File: config.mk
export PLATFORM = sky130hd
export DESIGN_NAME = hps_slc_dispatch
export DESIGN_NICKNAME = d
export VERILOG_FILES = /design/src/rtl/hps_slc_dispatch.sv
export SDC_FILE = /design/constraint.sdc
export NUM_CORES = 2
export LEC_CHECK = 0
export ABC_AREA = 0
export BUFFER_PORTS_ARGS = -buffer_cell sky130_fd_sc_hd__buf_2
export CAP_MARGIN = 25
export CORE_MARGIN = 4
export CORE_UTILIZATION = 35
export DETAILED_ROUTE_END_ITERATION = 7
export GPL_TIMING_DRIVEN = 0
export MAX_ROUTING_LAYER = met4
export SYNTH_ARGS = -nofsm -noshare
export SYNTH_HDL_FRONTEND = slang
export SYNTH_SLANG_ARGS = --single-unit
File: constraint.sdc
create_clock -name clk -period 13 [get_ports clk]
set_input_delay 2.6 -clock clk [delete_from_list [all_inputs] [get_ports clk]]
set_output_delay 2.6 -clock clk [all_outputs]
set_load 0.02 [all_outputs]
File: src/rtl/hps_slc_dispatch.sv
// hps_slc_dispatch
//   Queues sector-logic candidates for the downstream HPS. Each load presents
//   up to N_CAND candidates under a valid mask. The valid ones are compacted
//   into a DEPTH-entry FIFO in the same cycle, in ascending index order. If
//   the FIFO runs out of room, the highest-index candidates are the ones
//   discarded.
//
// Optional feature (macro HPS_SLC_DISPATCH_MON_EN):
//   defined   -> drop counter and overflow pulse are built
//   undefined -> o_drop_cnt / o_overflow tied to 0; FIFO and o_count unchanged
//
// Ports
//   clk          clock, all state on rising edge
//   rst          asynchronous reset, active low
//   i_flush      clear all queued candidates at the next edge (wins over load/pop)
//   i_load       qualifies i_slc / i_slc_valid for one cycle
//   i_slc_valid  per-candidate valid mask, bit k qualifies candidate k
//   i_slc        packed candidates, candidate 0 in the MSBs
//   o_slc        FIFO head candidate (0 when empty)
//   o_valid      o_slc holds a queued candidate
//   i_ready      downstream accepts o_slc when o_valid=1
//   o_count      current FIFO occupancy
//   o_drop_cnt   saturating count of candidates discarded for lack of space
//   o_overflow   one-cycle pulse after a load that discarded a candidate
module hps_slc_dispatch #(
    parameter int  SLC_W  = 128,
    parameter int  N_CAND = 3,
    parameter int  DEPTH  = 8,
    localparam int CNT_W  = $clog2(DEPTH) + 1
) (
    input  logic                    clk,
    input  logic                    rst,
    input  logic                    i_flush,
    input  logic                    i_load,
    input  logic [N_CAND-1:0]       i_slc_valid,
    input  logic [N_CAND*SLC_W-1:0] i_slc,
    output logic [SLC_W-1:0]        o_slc,
    output logic                    o_valid,
    input  logic                    i_ready,
    output logic [CNT_W-1:0]        o_count,
    output logic [15:0]             o_drop_cnt,
    output logic                    o_overflow
);

    localparam int PTR_W = $clog2(DEPTH);

    logic [SLC_W-1:0] mem [DEPTH];
    logic [PTR_W-1:0] wr_ptr;
    logic [PTR_W-1:0] rd_ptr;
    logic [CNT_W-1:0] count;

    logic [N_CAND-1:0] we_p0;
    logic [PTR_W-1:0]  widx_p0 [N_CAND];
    logic [CNT_W-1:0]  push_cnt_p0;
    logic [CNT_W-1:0]  free_cnt_p0;
    logic              pop_p0;
`ifdef HPS_SLC_DISPATCH_MON_EN
    logic [3:0]        drop_num_p0;
`endif

    assign o_valid = (count != '0);
    assign o_count = count;
    // Head is masked when empty so a stale memory word is never presented.
    assign o_slc   = o_valid ? mem[rd_ptr] : '0;
    assign pop_p0  = o_valid & i_ready;

    // ---- stage p0: compact valid candidates into consecutive free slots ----
    // Free space is taken from the occupancy at the start of the cycle; a
    // same-cycle pop does not make room for this load.
    always_comb begin
        we_p0       = '0;
        push_cnt_p0 = '0;
        free_cnt_p0 = CNT_W'(DEPTH) - count;
`ifdef HPS_SLC_DISPATCH_MON_EN
        drop_num_p0 = '0;
`endif
        for (int k = 0; k < N_CAND; k++) begin
            widx_p0[k] = '0;
            if (i_load && i_slc_valid[k]) begin
                if (push_cnt_p0 < free_cnt_p0) begin
                    we_p0[k]    = 1'b1;
                    widx_p0[k]  = wr_ptr + push_cnt_p0[PTR_W-1:0];
                    push_cnt_p0 = push_cnt_p0 + CNT_W'(1);
                end
`ifdef HPS_SLC_DISPATCH_MON_EN
                else begin
                    drop_num_p0 = drop_num_p0 + 4'd1;
                end
`endif
            end
        end
    end

    // ---- stage p1: FIFO control state ----
    always_ff @(posedge clk or negedge rst) begin
        if (!rst) begin
            wr_ptr <= '0;
            rd_ptr <= '0;
            count  <= '0;
        end else if (i_flush) begin
            wr_ptr <= '0;
            rd_ptr <= '0;
            count  <= '0;
        end else begin
            wr_ptr <= wr_ptr + push_cnt_p0[PTR_W-1:0];
            rd_ptr <= rd_ptr + PTR_W'(pop_p0);
            count  <= count + push_cnt_p0 - CNT_W'(pop_p0);
        end
    end

    // Storage carries no reset; occupancy alone decides what is visible.
    always_ff @(posedge clk) begin
        for (int k = 0; k < N_CAND; k++) begin
            if (we_p0[k] && !i_flush) begin
                mem[widx_p0[k]] <= i_slc[(N_CAND-1-k)*SLC_W +: SLC_W];
            end
        end
    end

`ifdef HPS_SLC_DISPATCH_MON_EN
    function automatic logic [15:0] sat_add16(input logic [15:0] a, input logic [3:0] b);
        logic [16:0] s;
        s = {1'b0, a} + 17'(b);
        return s[16] ? 16'hFFFF : s[15:0];
    endfunction

    // ---- stage p1: drop monitor ----
    always_ff @(posedge clk or negedge rst) begin
        if (!rst) begin
            o_drop_cnt <= '0;
            o_overflow <= 1'b0;
        end else if (i_flush) begin
            o_overflow <= 1'b0;
        end else begin
            o_drop_cnt <= sat_add16(o_drop_cnt, drop_num_p0);
            o_overflow <= (drop_num_p0 != 4'd0);
        end
    end
`else
    assign o_drop_cnt = '0;
    assign o_overflow = 1'b0;
`endif

endmodule

==> results.txt <==
status = finished, violations left
failing checks = DRC
Max IR drop VDD = 0.207 mV
Crit Path Category = input port to flip-flop
commonest cells after routing, fill and taps aside = nor2_1 (1162), a31oi_1 (1024), edfxtp_1 (1024)
Synth cell types = 45
worst min-delay path category = flip-flop to flip-flop
initial antenna violation count = 90
Startpoint Class = input port
cts hold-fix bufs = 0
mux cell area share after synthesis = 11.0%
worst slew pin tran = 1240 ps
Gate Count Post-Synth = 6834
share of layout cells above drive strength 1 = 15.2%
Setup crit start = i_load
register bit total from synthesis = 1034
Compound-Gate Fraction of Synth Area = 24.3%
register area = 31000 µm²
Critical R2R Capture = mem[1][45]
async set or reset register ratio after synthesis = 0.967%
DRT antenna net count = 0
Vias = 66460
top cell type's share of synthesized area = 47.7%
first-pass GRT wire length = 462000 µm
Area Overhead vs Synth = 16.5%
CP endpoint = mem[1][45]
unrepaired setup endpoints after global routing = false
Wirelength per Cell = 33.3 µm
Static Leakage = 23.6 nW
Die Height = 437 µm
number of synthesized flops with an enable pin = 1024
Filler Cell Count = 18140
H-tree levels = 3
post-synthesis xor/xnor area fraction = 0.161%
r2r startpoint = o_count[0]
combinational family with the most area after synthesis = compound AO/OA/AOI/OAI gates
Max-Cap Viols = 0
Top FF cell, synth = edfxtp_1
Tot Pwr = 0.0150 W
global placer's final weighted congestion = 1.01
aggregate routed wire length = 333000 µm
number of CTS-inserted buffers = 116
relative slew slack = 17.7%
Total GRT Usage = 34.1%
CP Capture Type = flip-flop
vias in the first global route = 61813
Nets = 7767
final hold vios = 0
Pwr Density = 200 nW/µm²
post-CTS resize count = 0
Worst EP arrival = 8410 ps
Yosys warning count = 0
Final setup viols = 0
critical path required time = 13530 ps
crit path time final = 7890 ps
Post-DP HPWL = 239000 µm
commonest non-fill, non-tap cell in the layout = nor2_1
final global-route overflow total = 0
area share of fa/ha/maj cells after synthesis = 0.365%
R2R depth = 25
instance area at placement = 70900 µm²
design area = 75100 µm²
Comb power frac = 49.1%
Worst R2R Setup Slack = 6010 ps
I/O Pins = 542
die area = 191000 µm²
port bufs = 267
Clk Latency, worst-skew pair = 770 ps
Area contributors post-synth = edfxtp_1 (48%), a31oi_1 (9.9%), mux4_2 (8.9%)
clock-pin slew on the worst setup and hold paths = 70 ps
internal power = 0.00797 W
Fin Hold WS = 639 ps
Clock Skew = 32.3 ps
initial core utilization = 35.2%
register area share after synthesis = 48.1%
starting DRC count in detailed routing = 11989
Final Util = 41.0%
CTS root buf = clkbuf_16
Rows = 157
part of the cycle the worst path needs = 60.7%
FMAX = 0.127 GHz
Sw Share = 46.9%
DR pass1 iterations = 8
DRC = 47
Max Slew Vio Count = 0
postcts setup bufs = 0
Sink Count = 1034
Multi-input gate area = 29200 µm²
NetSw = 0.00704 W
pin count of the biggest net entering global routing = 43
Core Region = 183000 µm²
CTS max path bufs = 3
CTS tree = built
Syn Std Cell Area = 64500 µm²
CP max FO = 11
leading area contributor after synthesis = edfxtp_1
sequential share of power = 28.4%
Clk pwr share = 22.5%
Setup TNS = 0 ps
mean post-synth cell area = 9.43 µm²
simple-gate share of the synthesized area = 9.20%
die width = 437 µm
drt via density = 6.64
==> cell usage after synthesis (8+ instances only) <==
master,number
a21oi_1,772
a31oi_1,1024
buf_1,73
buf_2,100
buf_4,40
clkbuf_1,702
clkbuf_2,128
dfrtp_1,10
edfxtp_1,1024
ha_1,14
inv_1,17
mux2i_1,130
mux4_2,256
nand2_1,11
nand3_1,258
nor2_1,1162
nor2b_1,10
o211ai_1,12
o21ai_0,1003
o21ai_1,26
xnor2_1,8
==> cells by family (layout without fill, tap and decap cells) <==
kind of cell | count (synthesis) | in the layout
AO/OA/AOI/OAI | 2855 | 2855
AND/OR/NAND/NOR | 1468 | 1468
flip-flops | 1034 | 1034
XOR/XNOR | 11 | 11
multiplexers | 386 | 386
buffers and inverters | 1062 | 1668
adder cells (fa/ha/maj) | 17 | 17
other | 1 | 110
==> sequential cells by signal (all words and copies together), names as in the netlist <==
signal / flops
rd_ptr: 3
mem: 1024
o_count: 4
wr_ptr: 3
==> per-stage QoR <==
step                      instances  setup WS (ps)
after global placement         9581          -5420
after global routing          10001           4990
after detailed placement       9689           4580
after floorplan                6850           1920
after CTS                      9905           5380
final                         10013           5110
==> metal layers <==
metal	global-route usage, %	share of wire, %	up-vias
li1	-	-	26956
met1	40.4	35	31851
met2	49.6	43	6176
met3	9.57	13	1477
met4	25.4	9.3	0
met5	-	0	-
==> how the worst min path moves through the flow <==
stage / startpoint / end / slack [ps] / depth (start not counted)
after detailed placement: rd_ptr[0] / rd_ptr[0] / 620 / 2
final: rd_ptr[0] / rd_ptr[0] / 640 / 2
after global routing: rd_ptr[0] / rd_ptr[0] / 680 / 2
after CTS: rd_ptr[0] / rd_ptr[0] / 640 / 2
after global placement: rd_ptr[0] / rd_ptr[0] / 610 / 2
after floorplan: rd_ptr[0] / rd_ptr[0] / 580 / 2
==> layout make-up <==
class / count / area share, %
sequential: 1034 / 41.3
antenna: 93 / 0.310
buffer: 1044 / 5.87
clock inverter: 74 / 0.896
multi-input combinational: 4754 / 38.9
inverter: 18 / 0.0900
clock buffer: 142 / 4.09
timing repair buffer: 390 / 4.50
tap: 2464 / 4.11
==> worst max-delay path, cell delays in order <==
cell and delay, ps:
buf_2 130, nand2_1 100, a31o_2 250, a31oi_4 360, ha_1 350, mux2i_1 250
inv_1 110, ha_1 200, inv_1 70, fa_1 460, and3_1 260, o211ai_1 190
clkbuf_1 630, clkbuf_1 550, o211ai_1 540, buf_4 370, buf_4 210, buf_4 190
buf_4 190, buf_4 190, buf_4 190
==> power by group through the flow <==
stage	sequential (W)	clock, W	combinational [W]
after floorplan	0.00437	0	0.00377
after global placement	0.00448	0	0.00670
after detailed placement	0.00432	0	0.00697
after CTS	0.00425	0.00336	0.00699
after global routing	0.00428	0.00350	0.00750
final	0.00426	0.00338	0.00737
(Power assumes the default switching activity.)
